$ cat src/rtl/kb_pkg.sv
// rtl/kb_pkg.sv - shared types, scan-code constants and helpers for ps2_key_tracker
// Contents: decoder state enum, Set-2 scan-code constants, event struct,
//           modifier-side and discard-byte classification functions.
package kb_pkg;

  typedef enum logic [2:0] {
    ST_IDLE,
    ST_EXT,
    ST_BRK,
    ST_EXT_BRK,
    ST_SKIP
  } dec_state_t;

  localparam logic [7:0] SC_E0     = 8'hE0;
  localparam logic [7:0] SC_E1     = 8'hE1;
  localparam logic [7:0] SC_F0     = 8'hF0;
  localparam logic [7:0] SC_LSHIFT = 8'h12;
  localparam logic [7:0] SC_RSHIFT = 8'h59;
  localparam logic [7:0] SC_CTRL   = 8'h14;
  localparam logic [7:0] SC_ALT    = 8'h11;
  localparam logic [7:0] SC_BAT    = 8'hAA;
  localparam logic [7:0] SC_ACK    = 8'hFA;
  localparam logic [7:0] SC_ECHO   = 8'hEE;
  localparam logic [7:0] SC_RESEND = 8'hFE;
  localparam logic [7:0] SC_ERR0   = 8'h00;
  localparam logic [7:0] SC_ERR1   = 8'hFF;

  // Pause sends 7 further bytes after its leading E1.
  localparam logic [2:0] PAUSE_TAIL = 3'd7;

  typedef struct packed {
    logic [8:0] key;
    logic       brk;
    logic       rpt;
    logic [2:0] mods;
  } kb_evt_t;

  // One bit per modifier side: {ralt, lalt, rctrl, lctrl, rshift, lshift}.
  function automatic logic [5:0] mod_mask(input logic [8:0] id);
    case (id)
      {1'b0, SC_LSHIFT}: mod_mask = 6'b000001;
      {1'b0, SC_RSHIFT}: mod_mask = 6'b000010;
      {1'b0, SC_CTRL}:   mod_mask = 6'b000100;
      {1'b1, SC_CTRL}:   mod_mask = 6'b001000;
      {1'b0, SC_ALT}:    mod_mask = 6'b010000;
      {1'b1, SC_ALT}:    mod_mask = 6'b100000;
      default:           mod_mask = 6'b000000;
    endcase
  endfunction

  // Keyboard housekeeping bytes that are thrown away in any decoder state.
  function automatic logic is_discard(input logic [7:0] b);
    is_discard = (b == SC_BAT) || (b == SC_ACK) || (b == SC_ECHO) || (b == SC_RESEND);
  endfunction

endpackage

$ cat src/rtl/kb_event_fifo.sv
// rtl/kb_event_fifo.sv - first-word-fall-through FIFO of key events
// Ports: clk, clrn (sync active-low reset), push/push_data (write),
//        pop (advance head), head (current oldest entry), full, empty.
// A push while full is ignored unless a pop happens in the same cycle.
module kb_event_fifo
  import kb_pkg::*;
#(
  parameter int DEPTH = 8
) (
  input  logic    clk,
  input  logic    clrn,
  input  logic    push,
  input  kb_evt_t push_data,
  input  logic    pop,
  output kb_evt_t head,
  output logic    full,
  output logic    empty
);

  localparam int AW = (DEPTH > 1) ? $clog2(DEPTH) : 1;

  kb_evt_t       mem [DEPTH];
  logic [AW-1:0] wptr;
  logic [AW-1:0] rptr;
  logic [AW:0]   count;
  logic          do_push;
  logic          do_pop;

  assign full    = (count == (AW+1)'(DEPTH));
  assign empty   = (count == '0);
  assign do_pop  = pop & ~empty;
  assign do_push = push & (~full | pop);
  assign head    = mem[rptr];

  always_ff @(posedge clk) begin
    if (do_push) mem[wptr] <= push_data;
  end

  always_ff @(posedge clk) begin
    if (!clrn) begin
      wptr  <= '0;
      rptr  <= '0;
      count <= '0;
    end else begin
      if (do_push) wptr <= wptr + 1'b1;
      if (do_pop)  rptr <= rptr + 1'b1;
      case ({do_push, do_pop})
        2'b10:   count <= count + 1'b1;
        2'b01:   count <= count - 1'b1;
        default: count <= count;
      endcase
    end
  end

endmodule

$ cat src/rtl/ps2_key_tracker.sv
// rtl/ps2_key_tracker.sv - PS/2 Set-2 make/break decoder, held-key table and event FIFO
// Ports: clk, clrn (sync active-low reset); ready/data/nextdata_n byte handshake
//        with ps2_keyboard; evt_valid/evt_ready/evt_key/evt_break/evt_repeat/evt_mods
//        event stream; mods, key_down, held_cnt status; rollover, evt_drop pulses.
// Build option: KB_REPEAT_EN - emit repeated makes of a held key as evt_repeat=1 events.
module ps2_key_tracker
  import kb_pkg::*;
#(
  parameter int N_KEYS     = 4,
  parameter int FIFO_DEPTH = 8
) (
  input  logic       clk,
  input  logic       clrn,
  input  logic       ready,
  input  logic [7:0] data,
  output logic       nextdata_n,
  output logic       evt_valid,
  input  logic       evt_ready,
  output logic [8:0] evt_key,
  output logic       evt_break,
  output logic       evt_repeat,
  output logic [2:0] evt_mods,
  output logic [2:0] mods,
  output logic       key_down,
  output logic [3:0] held_cnt,
  output logic       rollover,
  output logic       evt_drop
);

`ifdef KB_REPEAT_EN
  localparam logic RPT_EN = 1'b1;
`else
  localparam logic RPT_EN = 1'b0;
`endif

  localparam int IW = (N_KEYS > 1) ? $clog2(N_KEYS) : 1;

  dec_state_t  state, state_nx;
  logic [2:0]  skip_cnt, skip_nx;
  logic        ack_pend;
  logic        accept;
  logic [N_KEYS-1:0] slot_vld, vld_nx;
  logic [8:0]  slot_key [N_KEYS];
  logic [8:0]  key_nx   [N_KEYS];
  logic [5:0]  side, side_nx;
  logic        roll_q, roll_nx;
  logic        drop_q;

  logic        make_ev, brk_ev, err_ev;
  logic [8:0]  cur_id;
  logic [5:0]  cur_mask;
  logic        hit, free_ok;
  logic [IW-1:0] hit_idx, free_idx;
  logic [3:0]  cnt;

  logic        push;
  kb_evt_t     push_evt;
  kb_evt_t     head;
  logic        fifo_full, fifo_empty;

  // One byte per ack: a byte that stays on data while the ack pulse is out
  // is not consumed twice.
  assign accept   = ready & ~ack_pend;
  assign cur_id   = {(state == ST_EXT) || (state == ST_EXT_BRK), data};
  assign cur_mask = mod_mask(cur_id);

  // Decoder next state and event classification.
  always_comb begin
    state_nx = state;
    skip_nx  = skip_cnt;
    make_ev  = 1'b0;
    brk_ev   = 1'b0;
    err_ev   = 1'b0;
    if (accept) begin
      if (data == SC_ERR0 || data == SC_ERR1) begin
        err_ev   = 1'b1;
        state_nx = ST_IDLE;
      end else if (is_discard(data)) begin
        state_nx = ST_IDLE;
      end else begin
        case (state)
          ST_IDLE: begin
            if (data == SC_E0) state_nx = ST_EXT;
            else if (data == SC_F0) state_nx = ST_BRK;
            else if (data == SC_E1) begin
              state_nx = ST_SKIP;
              skip_nx  = PAUSE_TAIL;
            end else make_ev = 1'b1;
          end
          ST_EXT: begin
            if (data == SC_F0) state_nx = ST_EXT_BRK;
            else begin
              state_nx = ST_IDLE;
              make_ev  = (data != SC_LSHIFT);  // E0-12 is a fake shift
            end
          end
          ST_BRK: begin
            state_nx = ST_IDLE;
            brk_ev   = 1'b1;
          end
          ST_EXT_BRK: begin
            state_nx = ST_IDLE;
            brk_ev   = (data != SC_LSHIFT);    // E0-F0-12 is a fake shift
          end
          ST_SKIP: begin
            if (skip_cnt == 3'd1 || skip_cnt == 3'd0) begin
              state_nx = ST_IDLE;
              skip_nx  = 3'd0;
            end else begin
              skip_nx = skip_cnt - 3'd1;
            end
          end
          default: state_nx = ST_IDLE;
        endcase
      end
    end
  end

  // Table search: existing slot holding this id, and lowest free slot.
  always_comb begin
    hit      = 1'b0;
    hit_idx  = '0;
    free_ok  = 1'b0;
    free_idx = '0;
    for (int i = N_KEYS - 1; i >= 0; i--) begin
      if (slot_vld[i] && slot_key[i] == cur_id) begin
        hit     = 1'b1;
        hit_idx = IW'(i);
      end
      if (!slot_vld[i]) begin
        free_ok  = 1'b1;
        free_idx = IW'(i);
      end
    end
  end

  // Table, modifier and event generation.
  always_comb begin
    vld_nx        = slot_vld;
    key_nx        = slot_key;
    side_nx       = side;
    roll_nx       = 1'b0;
    push          = 1'b0;
    push_evt.key  = cur_id;
    push_evt.brk  = brk_ev;
    push_evt.rpt  = 1'b0;
    push_evt.mods = mods;
    if (err_ev) begin
      vld_nx  = '0;
      side_nx = '0;
    end else if (make_ev || brk_ev) begin
      if (cur_mask != '0) begin
        side_nx = make_ev ? (side | cur_mask) : (side & ~cur_mask);
      end else if (make_ev) begin
        if (hit) begin
          push         = RPT_EN;
          push_evt.rpt = 1'b1;
        end else if (free_ok) begin
          vld_nx[free_idx] = 1'b1;
          key_nx[free_idx] = cur_id;
          push             = 1'b1;
        end else begin
          roll_nx = 1'b1;
        end
      end else if (hit) begin
        vld_nx[hit_idx] = 1'b0;
        push            = 1'b1;
      end
    end
  end

  always_ff @(posedge clk) begin
    if (!clrn) begin
      state    <= ST_IDLE;
      skip_cnt <= '0;
      ack_pend <= 1'b0;
      slot_vld <= '0;
      for (int i = 0; i < N_KEYS; i++) slot_key[i] <= '0;
      side     <= '0;
      roll_q   <= 1'b0;
      drop_q   <= 1'b0;
    end else begin
      state    <= state_nx;
      skip_cnt <= skip_nx;
      ack_pend <= accept;
      slot_vld <= vld_nx;
      slot_key <= key_nx;
      side     <= side_nx;
      roll_q   <= roll_nx;
      drop_q   <= push & fifo_full & ~evt_ready;
    end
  end

  kb_event_fifo #(.DEPTH(FIFO_DEPTH)) u_fifo (
    .clk       (clk),
    .clrn      (clrn),
    .push      (push),
    .push_data (push_evt),
    .pop       (evt_ready),
    .head      (head),
    .full      (fifo_full),
    .empty     (fifo_empty)
  );

  always_comb begin
    cnt = '0;
    for (int i = 0; i < N_KEYS; i++) cnt = cnt + 4'(slot_vld[i]);
  end

  // Head fields are masked while empty so the stream idles at zero.
  assign evt_valid  = ~fifo_empty;
  assign evt_key    = evt_valid ? head.key  : '0;
  assign evt_break  = evt_valid & head.brk;
  assign evt_repeat = evt_valid & head.rpt & RPT_EN;
  assign evt_mods   = evt_valid ? head.mods : '0;
  assign nextdata_n = ~ack_pend;
  assign mods       = {side[5] | side[4], side[3] | side[2], side[1] | side[0]};
  assign key_down   = |slot_vld;
  assign held_cnt   = cnt;
  assign rollover   = roll_q;
  assign evt_drop   = drop_q;

endmodule
$ cat config.mk
export PLATFORM = sky130hd
export DESIGN_NAME = ps2_key_tracker
export DESIGN_NICKNAME = d
export VERILOG_FILES = /design/src/rtl/kb_pkg.sv /design/src/rtl/kb_event_fifo.sv /design/src/rtl/ps2_key_tracker.sv
export SDC_FILE = /design/constraint.sdc
export NUM_CORES = 1
export LEC_CHECK = 0
export BUFFER_PORTS_ARGS = -buffer_cell sky130_fd_sc_hd__buf_2
export CAP_MARGIN = 20
export CORE_ASPECT_RATIO = 0.8
export CORE_MARGIN = 2
export CORE_UTILIZATION = 48
export DETAILED_ROUTE_END_ITERATION = 8
export GPL_ROUTABILITY_DRIVEN = 0
export PLACE_DENSITY = 0.7
export SKIP_LAST_GASP = 1
export SLEW_MARGIN = 20
export SYNTH_ARGS = -nofsm -noshare
export SYNTH_HDL_FRONTEND = slang
export SYNTH_SLANG_ARGS = --single-unit
$ cat constraint.sdc
create_clock -name clk -period 5.3 [get_ports clk]
set_input_delay 1.325 -clock clk [delete_from_list [all_inputs] [get_ports clk]]
set_output_delay 1.325 -clock clk [all_outputs]
set_load 0.02 [all_outputs]
After elaboration in Yosys (flattened, before gate mapping)
Memory sizes are Yosys's and may differ from the RTL's. A register that Yosys moved wholly into a read port is not among the register bits.
Cells that the tools add are included.
W data, S select, Z words.
- flip-flop bits (word level): 65
- bits of input ports: 12
- memories: 1
- bits in writable memories: 112
- output and inout bits: 26
- word-level logic and storage cells: 197
- memory list (name ; depth ; bits a word ; read ports ; clocked after Yosys merged registers in ; wr ports ; RTL line ; RTL):
    u_fifo.mem ; 8 ; 14 ; 1 ; 1 ; 1 ; kb_event_fifo.sv:22 ; kb_evt_t mem [DEPTH];
- add/sub/neg operators: 8
- bitwise logic cells: 29
- $lt $le $gt $ge: 6
- reduce and logical (&&, ||, !) cells: 31
- muxes and demuxes: 75
- equal/unequal tests: 33
- operators by type and width (operator ; number):
    $eq A8 B8 Y1 const B ; 8
    $mux W3 ; 13
    $bwmux W36 ; 1
    $eq A9 B9 Y1 ; 4
    $mux W1 ; 36
    $pmux W6 S6 ; 1
    $eq A9 B5 Y1 const B ; 3
    $demux W9 S2 ; 1
    $eq A9 B9 Y1 const B ; 2
    $mux W2 ; 9
    $mux W9 ; 2
    $mux W4 ; 4
    $not A1 Y1 ; 12
    $eq A9 B7 Y1 const B ; 1
    $pmux W3 S3 ; 1
    $logic_not A8 Y1 ; 1
    $ne A2 B2 Y1 const B ; 4
    $ne A8 B5 Y1 const B ; 1
    $pmux W4 S2 ; 1
    $reduce_bool A2 Y1 ; 4
    $logic_and A1 B1 Y1 ; 7
    $logic_or A1 B1 Y1 ; 7
    $reduce_and A7 Y1 ; 1
    $add A3 B1 Y3 const B ; 2
    other kinds (41) ; 56

Depth between registers and ports, before layout
Gate-level depths: netlist of the first run.
- depth in word-level cells: 16
- depth in mapped cells: 16
- mapped depth without buffers: 14

By module
From an unflattened synthesis of the first run, not the netlist that was laid out.
- cell total of the unflattened synthesis: 632
- area total of the unflattened synthesis: 8490.6 sq um
- by module, submodules not included (module ; area an instance (sq um) ; cells an instance ; instances ; sequential area each (sq um)):
    kb_event_fifo ; 4882.2 ; 234 ; 1 ; 3623.5
    ps2_key_tracker ; 3608.5 ; 398 ; 1 ; 1101.1

Worst setup path after synthesis of the first run
OpenSTA, ideal clock, no wires.
- path kind: input port to flip-flop
- from: in data[2]
- to: mem u_fifo.mem[5][0] (netlist bit) (enable)
- path slack: 0.401 ns
- stages on the path: 9
- buffers on the path: 2
- data arrival time: 4.477 ns
- cell sequence: buf_6 -> or4_4 -> o311ai_1 -> o21ai_1 -> and2_4 -> buf_6 -> mux2i_1 -> nand2_1 -> nor4b_1
- word-level cells in the longest chain between the ends: 15
- RTL lines (what ; RTL line ; RTL):
    from (decl) ; ps2_key_tracker.sv:15 ; input logic [7:0] data,
    $eq A8 B8 Y1 ; ps2_key_tracker.sv:85 ; else if (data == SC_E1) begin
    $mux W1 ; ps2_key_tracker.sv:85 ;
    $mux W1 ; ps2_key_tracker.sv:84 ; else if (data == SC_F0) state_nx = ST_BRK;
    $mux W1 ; ps2_key_tracker.sv:83 ; if (data == SC_E0) state_nx = ST_EXT;
    $pmux W1 S2 ; ps2_key_tracker.sv:81 ; case (state)
    $mux W1 ; ps2_key_tracker.sv:78 ; end else if (is_discard(data)) begin
    $mux W1 ; ps2_key_tracker.sv:75 ; if (data == SC_ERR0 || data == SC_ERR1) begin
    $mux W1 ; ps2_key_tracker.sv:74 ; if (accept) begin
    $mux W1 ; ps2_key_tracker.sv:154 ; end else if (make_ev) begin
    $mux W1 ; ps2_key_tracker.sv:152 ; if (cur_mask != '0) begin
    $mux W1 ; ps2_key_tracker.sv:151 ; end else if (make_ev || brk_ev) begin
    $mux W1 * ; ps2_key_tracker.sv:148 ; if (err_ev) begin
    $and A1 B1 Y1 * ; kb_event_fifo.sv:32 ; assign do_push = push & (~full | pop);
    $mux W1 * ; kb_event_fifo.sv:36 ; if (do_push) mem[wptr] <= push_data;
    $mux W1 (not written as such) * ; kb_event_fifo.sv:36 ;
    to (decl) ; kb_event_fifo.sv:22 ;
Every way passes the cells marked *; elsewhere a longest branch is shown, timed or not.

Final worst setup path of the first run
- from: in data[6]
- to: reg u_fifo.count[2]
- word-level cells in the longest chain between the ends: 15
- RTL lines (what ; RTL line ; RTL):
    $eq A8 B8 Y1 ; ps2_key_tracker.sv:85 ;
    $mux W1 ; ps2_key_tracker.sv:85 ;
    $mux W1 ; ps2_key_tracker.sv:84 ;
    $mux W1 ; ps2_key_tracker.sv:83 ;
    $pmux W1 S2 ; ps2_key_tracker.sv:81 ;
    $mux W1 ; ps2_key_tracker.sv:78 ;
    $mux W1 ; ps2_key_tracker.sv:75 ;
    $mux W1 ; ps2_key_tracker.sv:74 ;
    $mux W1 ; ps2_key_tracker.sv:154 ;
    $mux W1 ; ps2_key_tracker.sv:152 ;
    $mux W1 ; ps2_key_tracker.sv:151 ;
    $mux W1 * ; ps2_key_tracker.sv:148 ;
    $and A1 B1 Y1 * ; kb_event_fifo.sv:32 ;
    $eq A2 B1 Y1 / $eq A2 B2 Y1 (equally long branches) ; kb_event_fifo.sv:47 ; case ({do_push, do_pop})
    $pmux W4 S2 / $reduce_bool A2 Y1 (equally long branches) ; - ;
    to (signal assigned) ; kb_event_fifo.sv:48 ; 2'b10: count <= count + 1'b1;
    to (signal assigned) ; kb_event_fifo.sv:49 ; 2'b01: count <= count - 1'b1;
    to (signal assigned) ; kb_event_fifo.sv:50 ; default: count <= count;
    to (decl) ; kb_event_fifo.sv:25 ; logic [AW:0] count;
Marked as above.
A chain may end at the register's enable or synchronous reset.

==> flow_metrics.py, run 1 <==
metrics = {
    "timing": {
        "finalClockSkew_ns": 0.0196,
        "fmax_mhz": 218,
        "whs_ns": 0.492,
        "relSlewSlack": 0.289,
        "tightest_slew_ns": 1.06,
        "final_max_slew_viol_count": 0,
        "rsz0062_at_grt": "false",
        "setup_viol": 0,
        "hold_viol": 0,
        "min_period_ns": 4.59,
        "min_period_over_period": 0.866,
        "setup_tns_ns": 0,
    },
    "detailed_routing": {
        "wl_mm": 15.8,
        "viasPerCell": 5.55,
        "drtIter0Drc": 423,
        "drtAntennaViolNets": 0,
        "first_pass_iters": 5,
        "drc": 0,
        "drt-wirelength-per-cell_um": 18.3,
        "vias": 4805,
    },
    "critical_path": {
        "cp_max_fo": 21,
        "crit_chain": "buf_2 > or3_1 > nor4_2 > o21ai_1 > and2_4 > mux2i_1 > nand2_1 > ha_1 > xor2_1 > ha_1 > a21oi_1 > xor2_1 > or3_1 > a21oi_1",
        "cpPeakStageDelay_ns": 0.50,
        "cp.arrival_ns": 4.94,
        "rr_endpoint": "u_fifo.count[2]",
        "crit_required_ns": 5.65,
        "startpoint_type": "primary input",
        "timing.rr.start": "state[2]",
        "reg2reg_setup_slack_ns": 1.26,
        "slowest_stage": "or3_1",
        "ff2ff_path_depth": 14,
        "endpoint_kind": "flop",
        "worstSetupPathType": "in -> reg",
    },
    "finish": {
        "post-route-cell-area_mm2": 0.00868,
        "drive_gt1_frac": 0.209,
        "areaGrowthSynthToFinish_pct": 12.8,
        "nets": 662,
        "final-instance-count-excl-fill": 866,
        "antenna_cells": 0,
        "fin_util": 0.551,
    },
    "logic_synthesis": {
        "netlist.area_leader.share": 0.406,
        "syn_avg_cell_area_um2": 12.8,
        "synth_top_flop_cell": "edfxtp_1",
        "synth_cells": 603,
        "synth_area_leaders": "edfxtp_1 41%, dfxtp_1 18%, mux2i_1 7.7%",
        "yosysUniqueCellTypes": 58,
        "synthArstFlopShare": 0,
        "synth_top_cell_by_area": "edfxtp_1",
        "synth_seq_cells": 172,
        "syn_area_mm2": 0.00769,
        "synth_warnings": 0,
        "synth_edf_count": 104,
        "yosysMostFrequentCell": "edfxtp_1",
        "seq_area_frac_synth": 0.583,
        "synth_common_cells": "104 x edfxtp_1, 82 x nor2_1, 68 x dfxtp_1",
    },
    "worst_hold_path": {
        "whs_path_depth": 2,
        "hold_class": "reg -> reg",
    },
    "place": {
        "portBuffers": 35,
        "place_hpwl_mm": 10.3,
        "placedCellCount": 834,
        "placed_area_mm2": 0.00814,
    },
    "global_route": {
        "grt_use_total": 0.191,
        "grt_overflow": 0,
        "antenna_found_initial": 0,
        "grt_pass1_wl_mm": 25.0,
        "grt_pass1_vias": 4685,
        "grt_max_degree": 55,
    },
    "clock_tree": {
        "cts_resized": 0,
        "h-tree-depth": 4,
        "cts_root_buffer": "clkbuf_16",
        "path_clk_slew_ns": 0.07,
        "cts_buffers": 17,
        "cts_hold_buf": 0,
        "cts_tree": "built",
        "clock-sinks": 172,
        "clk_path_buf_depth": 2,
        "postCtsSetupBuffers": 0,
        "worstSkewPairLatency_ns": 0.43,
    },
    "outcome": {
        "outcome": "finished, final reports clean",
    },
    "die": {
        "start_util": 0.489,
        "coreArea_mm2": 0.0157,
        "die_w_um": 146,
        "die_area_mm2": 0.0171,
        "placementRows": 41,
        "fp.dieH_um": 117,
        "io_pins": 38,
    },
    "power": {
        "p_per_area_mw_per_mm2": 380,
        "vdd_drop_max_mv": 0.207,
        "p_leak_nw": 2.86,
    },
    "run": {
        "max_cap_violations": 0,
    },
}
[cell usage in the layout, fill, tap and decap left out, types with 3 or more instances in the layout]
cell type / count
nand4_1: 6
nor4_2: 7
clkinv_4: 6
and3_1: 3
buf_4: 17
a21oi_1: 11
inv_6: 3
xnor2_1: 30
xor2_1: 12
nor2_1: 82
dfxtp_1: 67
ha_1: 11
nor3_2: 3
o21ai_0: 13
nor4_1: 7
mux4_2: 26
buf_2: 35
mux2i_1: 59
a211oi_1: 3
edfxtp_1: 104
or2_2: 4
or3_1: 4
nand2b_1: 5
nand3_1: 13
inv_1: 13
clkbuf_16: 17
nand3b_1: 3
clkinvlp_4: 3
nor3_1: 13
nand2_1: 27
and2_1: 5
[through the flow]
| step | total power (W) | setup WS [ns] |
|---|---|---|
| detailed placement | 0.00219 | 0.368 |
| global route | 0.00344 | 0.471 |
| CTS | 0.00333 | 0.779 |
| floorplan | 0.00200 | 0.401 |
| finish | 0.00330 | 0.710 |
| global placement | 0.00218 | 0.549 |
[cell families (layout without fill, tap and decap cells)]
family	after synthesis	count (layout)	share of synthesized area
AND/OR/NAND/NOR	195	195	0.125
flip-flops	172	172	0.583
multiplexers	87	87	0.156
buffers and inverters	52	99	0.0335
AO/OA/AOI/OAI	42	42	0.0338
XOR/XNOR	42	42	0.0478
adder cells (fa/ha/maj)	12	12	0.0205
other	1	2	0.000487
[how the worst max path moves through the flow]
stage / start / to / cells after the start
4_1_cts: data[6] / u_fifo.count[2] / 14
3_3_place_gp: data[2] / u_fifo.count[2] / 14
3_5_place_dp: data[6] / u_fifo.count[2] / 14
2_1_floorplan: data[2] / u_fifo.mem[5][0] / 9
5_1_grt: data[6] / u_fifo.count[2] / 14
6_report: data[6] / u_fifo.count[2] / 14
[state kept, by name, summed over array words and instances (netlist names), named ones only]
signal and flops:
u_fifo.mem 104, slot_key 36, slot_vld 4, u_fifo.count 4, skip_cnt 3, state 3, u_fifo.rptr 3, u_fifo.wptr 3
ack_pend 1, evt_drop 1, rollover 1
[critical path: cells and delay by family]
| family | cells | cell delay (ns) |
|---|---|---|
| mux | 1 | 0.25 |
| simple gates | 5 | 1.77 |
| buf+inv | 1 | 0.23 |
| fa+ha+maj | 2 | 0.53 |
| compound gates | 3 | 0.54 |
| xor+xnor | 2 | 0.26 |
[area by class of cell]
cell class	count	area [µm²]
Timing Repair Buffer	52	303
Fill cell	1288	7070
Tap cell	215	269
Sequential cell	172	4490
Multi-Input combinational cell	380	3020
Inverter	15	61.3
Clock buffer	17	425
Clock inverter	15	118
[power by group]
| group | internal (W) | switching, W |
|---|---|---|
| Combinational | 0.000276 | 0.000339 |
| Clock | 0.000606 | 0.000533 |
| Sequential | 0.00145 | 0.0000921 |
| Total | 0.00233 | 0.000964 |
[per-layer routing]
| metal | part of all wire | vias to the layer above | routed length (µm) | track usage |
|---|---|---|---|---|
| li1 | - | 2260 | - | - |
| met1 | 0.47 | 2396 | 7440 | 0.258 |
| met5 | 0 | - | 0 | 0 |
| met4 | 0.011 | 0 | 172 | 0.0614 |
| met3 | 0.041 | 17 | 643 | 0.0384 |
| met2 | 0.48 | 132 | 7550 | 0.315 |
Power figures use the tool's default switching activity.
==> run 2: changes to the inputs <==
ABC_CLOCK_PERIOD_IN_PS = 3700   (was not set)
PLACE_DENSITY = 0.72   (was 0.7)
clock period = 3.7 ns   (was 5.3 ns; I/O delays follow)
==> flow_metrics.py, run 2 (synthesized netlist as in run 1, its figures left out) <==
metrics = {
    "critical_path": {
        "crit_required_ns": 4.06,
        "startpoint_type": "flop",
        "crit_buf_inv": 1,
        "cp_max_fo": 7,
        "endpoint_kind": "flop",
        "cpPeakStageDelay_ns": 0.59,
        "crit_chain": "nand2b_1 > buf_4 > xnor2_1 > nor4_2 > or4b_1 > mux2i_4 > nand2_2 > ha_4 > xor2_1 > ha_1 > a21oi_1 > xor2_1 > or3_1 > a21oi_1",
        "crit_family": "simple AND/OR/NAND/NOR gates",
        "worstSetupPathType": "reg -> reg",
        "slowest_stage": "or4b_1",
        "cp.arrival_ns": 3.85,
        "startpoint": "state[0]",
        "timing.rr.start": "state[0]",
    },
    "timing": {
        "relSlewSlack": 0.385,
        "hold_viol": 0,
        "final_max_slew_viol_count": 0,
        "setup_viol": 0,
        "fmax_mhz": 286,
        "setup_slack_ns": 0.209,
        "finalClockSkew_ns": 0.0145,
        "min_period_over_period": 0.944,
        "whs_ns": 0.490,
        "tightest_slew_ns": 0.921,
        "min_period_ns": 3.49,
    },
    "detailed_routing": {
        "vias": 5011,
        "drt-wirelength-per-cell_um": 17.9,
        "viasPerCell": 5.43,
        "drtIter0Drc": 281,
        "first_pass_iters": 4,
        "drc": 0,
        "drtAntennaViolNets": 0,
        "wl_mm": 16.6,
    },
    "clock_tree": {
        "cts_tree": "built",
        "clock-sinks": 172,
        "worstSkewPairLatency_ns": 0.44,
        "cts_root_buffer": "clkbuf_16",
        "postCtsSetupBuffers": 0,
        "path_clk_slew_ns": 0.07,
        "clk_path_buf_depth": 2,
        "cts_buffers": 17,
        "h-tree-depth": 4,
    },
    "worst_hold_path": {
        "hold_class": "reg -> reg",
    },
    "place": {
        "placed_area_mm2": 0.00865,
        "dp_slack_ns": -0.233,
        "place_hpwl_mm": 11.1,
        "portBuffers": 35,
    },
    "finish": {
        "antenna_cells": 0,
        "fin_util": 0.589,
        "areaGrowthSynthToFinish_pct": 20.7,
        "final_cell_mix": "104 x edfxtp_1, 82 x nor2_1, 71 x buf_4",
        "layout_commonest_cell": "edfxtp_1",
        "post-route-cell-area_mm2": 0.00928,
        "multiInputGateArea_mm2": 0.00306,
        "fillers": 1267,
        "largestRegisters": "u_fifo.mem x104, slot_key x36",
        "largest_register_ffs": 104,
        "register_area_mm2": 0.00449,
        "drive_gt1_frac": 0.277,
        "top_register": "u_fifo.mem",
        "nets": 720,
    },
    "global_route": {
        "grt_overflow": 0,
        "grt_pass1_wl_mm": 27.0,
        "grt_pass1_vias": 5189,
        "grt_max_degree": 55,
        "grt_use_total": 0.209,
        "antenna_found_initial": 0,
    },
    "outcome": {
        "outcome": "finished, final reports clean",
    },
    "power": {
        "p_leak_nw": 3.20,
        "vdd_drop_max_mv": 0.346,
        "p_per_area_mw_per_mm2": 544,
        "finalPower_w": 0.00505,
    },
    "die": {
        "die_area_mm2": 0.0171,
        "die_w_um": 146,
        "fp.dieH_um": 117,
        "start_util": 0.489,
        "placementRows": 41,
        "io_pins": 38,
        "coreArea_mm2": 0.0157,
    },
    "run": {
        "max_cap_violations": 0,
    },
}
==> run 2: final timing paths <==
check / to / slack [ns] / depth (start not counted)
worst max register to register: u_fifo.count[2] / 0.21 / 14
worst min-delay path: flop / 0.49 / 2
worst min register to register: flop / 0.49 / 2
worst max-delay path: u_fifo.count[2] / 0.21 / 14
==> run 2: worst register-to-register path, stage by stage, from the launching register on <==
cell and delay [ns]:
dfxtp_1 0.46, nand2b_1 0.27, buf_4 0.25, xnor2_1 0.23
nor4_2 0.10, or4b_1 0.59, mux2i_4 0.22, nand2_2 0.09
ha_4 0.16, xor2_1 0.14, ha_1 0.21, a21oi_1 0.15
xor2_1 0.10, or3_1 0.32, a21oi_1 0.14
==> run 2: repair_timing <==
action / in CTS / in global routing
resized for setup: 0 / 3
hold buffers: 0 / 0
setup endpoints to repair: 0 / 1
endpoints found under the hold margin: 0 / 0
==> run 2: report_power, final <==
part	internal (W)	total [W]	leakage [nW]	switching, W
Clock	0.00114	0.00188	0.295	0.000742
Combinational	0.000459	0.00102	1.46	0.000561
Sequential	0.00208	0.00215	1.44	0.0000743
Total	0.00368	0.00505	3.20	0.00138
==> run 2: metrics by stage <==
step           instances  TNS [ns]
2_1_floorplan        604    -16.08
3_3_place_gp         892    -0.642
3_5_place_dp         892     -1.31
4_1_cts              923         0
5_1_grt              923  -0.00290
6_report             923         0
==> run 2: layer usage <==
layer	part of all wire	routed length, µm	up-vias	global-route usage
met4	0.015	243	0	0.0856
li1	-	-	2388	-
met1	0.44	7350	2504	0.256
met2	0.50	8260	97	0.368
met5	0	0	-	0
met3	0.043	708	22	0.0422
==> run 2: layout make-up <==
type                            instances  share of cell area
Clock buffer                           20              0.0470
Inverter                               15             0.00660
Timing Repair Buffer                  110              0.0852
Clock inverter                         11              0.0198
Multi-Input combinational cell        380               0.329
Sequential cell                       172               0.483
Tap cell                              215              0.0290
==> run 3: changes to the inputs <==
==> constraint.sdc (replaced) <==
create_clock -name clk -period 3.7 [get_ports clk]
set_input_delay 0.37 -clock clk [delete_from_list [all_inputs] [get_ports clk]]
set_output_delay 0.37 -clock clk [all_outputs]
set_load 0.02 [all_outputs]
==> flow_metrics.py, run 3 (synthesized netlist as in run 1, its figures left out) <==
metrics = {
    "outcome": {
        "outcome": "finished, final reports clean",
    },
    "place": {
        "portBuffers": 35,
        "place_hpwl_mm": 10.8,
        "dp_slack_ns": 0.106,
        "placed_area_mm2": 0.00827,
    },
    "timing": {
        "tightest_slew_ns": 0.970,
        "min_period_over_period": 0.916,
        "final_max_slew_viol_count": 0,
        "rsz0062_at_grt": "false",
        "setup_slack_ns": 0.309,
        "relSlewSlack": 0.352,
        "hold_viol": 0,
        "fmax_mhz": 295,
        "setup_viol": 0,
        "setup_tns_ns": 0,
        "finalClockSkew_ns": 0.00656,
        "min_period_ns": 3.39,
    },
    "clock_tree": {
        "cts_root_buffer": "clkbuf_16",
        "worstSkewPairLatency_ns": 0.43,
        "postCtsSetupBuffers": 0,
        "cts_hold_buf": 0,
        "h-tree-depth": 4,
        "clk_path_buf_depth": 2,
        "cts_tree": "built",
        "cts_buffers": 17,
        "path_clk_slew_ns": 0.06,
        "clock-sinks": 172,
        "cts_resized": 0,
    },
    "critical_path": {
        "crit_required_ns": 4.05,
        "ff2ff_path_depth": 15,
        "cp_max_fo": 7,
        "crit_chain": "nand2b_1 > buf_4 > clkinv_4 > xnor2_1 > nand4_1 > or4b_1 > mux2i_1 > nand2_1 > ha_1 > xor2_1 > ha_1 > a21oi_1 > xor2_1 > or3_1 > a21oi_1",
        "slowest_stage": "or4b_1",
        "endpoint_kind": "flop",
        "cp.arrival_ns": 3.74,
        "startpoint_type": "flop",
        "worstSetupPathType": "reg -> reg",
        "cpPeakStageDelay_ns": 0.53,
    },
    "detailed_routing": {
        "first_pass_iters": 5,
        "drtIter0Drc": 323,
        "wl_mm": 16.3,
        "drc": 0,
        "viasPerCell": 5.47,
        "drt-wirelength-per-cell_um": 18.4,
        "vias": 4836,
        "drtAntennaViolNets": 0,
    },
    "finish": {
        "final_cell_mix": "104 x edfxtp_1, 82 x nor2_1, 67 x dfxtp_1",
        "largest_register_ffs": 104,
        "fillers": 1291,
        "areaGrowthSynthToFinish_pct": 15.1,
        "top_register": "u_fifo.mem",
        "nets": 680,
        "multiInputGateArea_mm2": 0.00302,
        "post-route-cell-area_mm2": 0.00885,
        "drive_gt1_frac": 0.223,
        "layout_commonest_cell": "edfxtp_1",
        "register_area_mm2": 0.00449,
        "largestRegisters": "u_fifo.mem x104, slot_key x36",
    },
    "global_route": {
        "grt_pass1_vias": 4718,
        "grt_pass1_wl_mm": 25.8,
        "grt_overflow": 0,
        "grt_use_total": 0.199,
        "antenna_found_initial": 0,
        "grt_max_degree": 55,
    },
    "run": {
        "max_cap_violations": 0,
    },
    "power": {
        "internal_power_w": 0.00354,
        "seqPwrFrac": 0.444,
        "netSwitchingPower_w": 0.00133,
        "switching_share": 0.274,
        "pwr-share-comb": 0.196,
        "p_leak_nw": 2.96,
        "vdd_drop_max_mv": 0.307,
        "p_per_area_mw_per_mm2": 551,
        "p_clk_frac": 0.360,
    },
    "die": {
        "fp.dieH_um": 117,
        "start_util": 0.489,
        "coreArea_mm2": 0.0157,
        "die_w_um": 146,
        "placementRows": 41,
        "io_pins": 38,
        "die_area_mm2": 0.0171,
    },
    "worst_hold_path": {
        "hold_class": "in -> reg",
        "whs_path_depth": 2,
    },
}
run 3: metrics by stage:
stage | instances | hold WS (ns) | utilization | power (W)
3_3_place_gp | 852 | 0.473 | 0.525 | 0.00316
4_1_cts | 883 | 0.220 | 0.562 | 0.00493
2_1_floorplan | 604 | 0.452 | - | 0.00287
3_5_place_dp | 852 | 0.487 | 0.525 | 0.00317
5_1_grt | 883 | 0.227 | 0.562 | 0.00509
6_report | 884 | 0.233 | 0.562 | 0.00488
run 3: power groups by stage:
stage	Combinational (W)	Sequential, W	Clock, W
after floorplan	0.000727	0.00215	0
after global placement	0.000950	0.00221	0
after detailed placement	0.000963	0.00221	0
after CTS	0.000967	0.00217	0.00179
after global routing	0.00104	0.00218	0.00187
final	0.000956	0.00217	0.00175
run 3: worst max-delay path, delay by kind of cell (launching register included):
family	cells	cell delay, ns
AO/OA/AOI/OAI	2	0.28
XOR/XNOR	3	0.35
adder cells (fa/ha/maj)	2	0.42
buffers and inverters	2	0.26
flip-flops	1	0.43
multiplexers	1	0.31
AND/OR/NAND/NOR	5	1.26
run 3: final cells by class:
class / count / share of cell area
timing repair buffer: 70 / 0.0495
sequential: 172 / 0.507
clock buffer: 18 / 0.0485
multi-input combinational: 380 / 0.341
antenna: 1 / 0.000283
inverter: 15 / 0.00692
tap: 215 / 0.0304
clock inverter: 13 / 0.0168
run 3: metal layers:
| metal | wire length, µm | track usage |
|---|---|---|
| met5 | 0 | 0 |
| met4 | 187 | 0.0647 |
| met3 | 824 | 0.0465 |
| met2 | 7690 | 0.321 |
| met1 | 7560 | 0.273 |
run 3: worst paths after layout:
path / from / slack (ns) / to
worst min register to register: skip_cnt[1] / 0.49 / skip_cnt[1]
worst max register to register: state[2] / 0.31 / u_fifo.count[2]
worst min-delay path: clrn / 0.23 / skip_cnt[0]
worst max-delay path: state[2] / 0.31 / u_fifo.count[2]
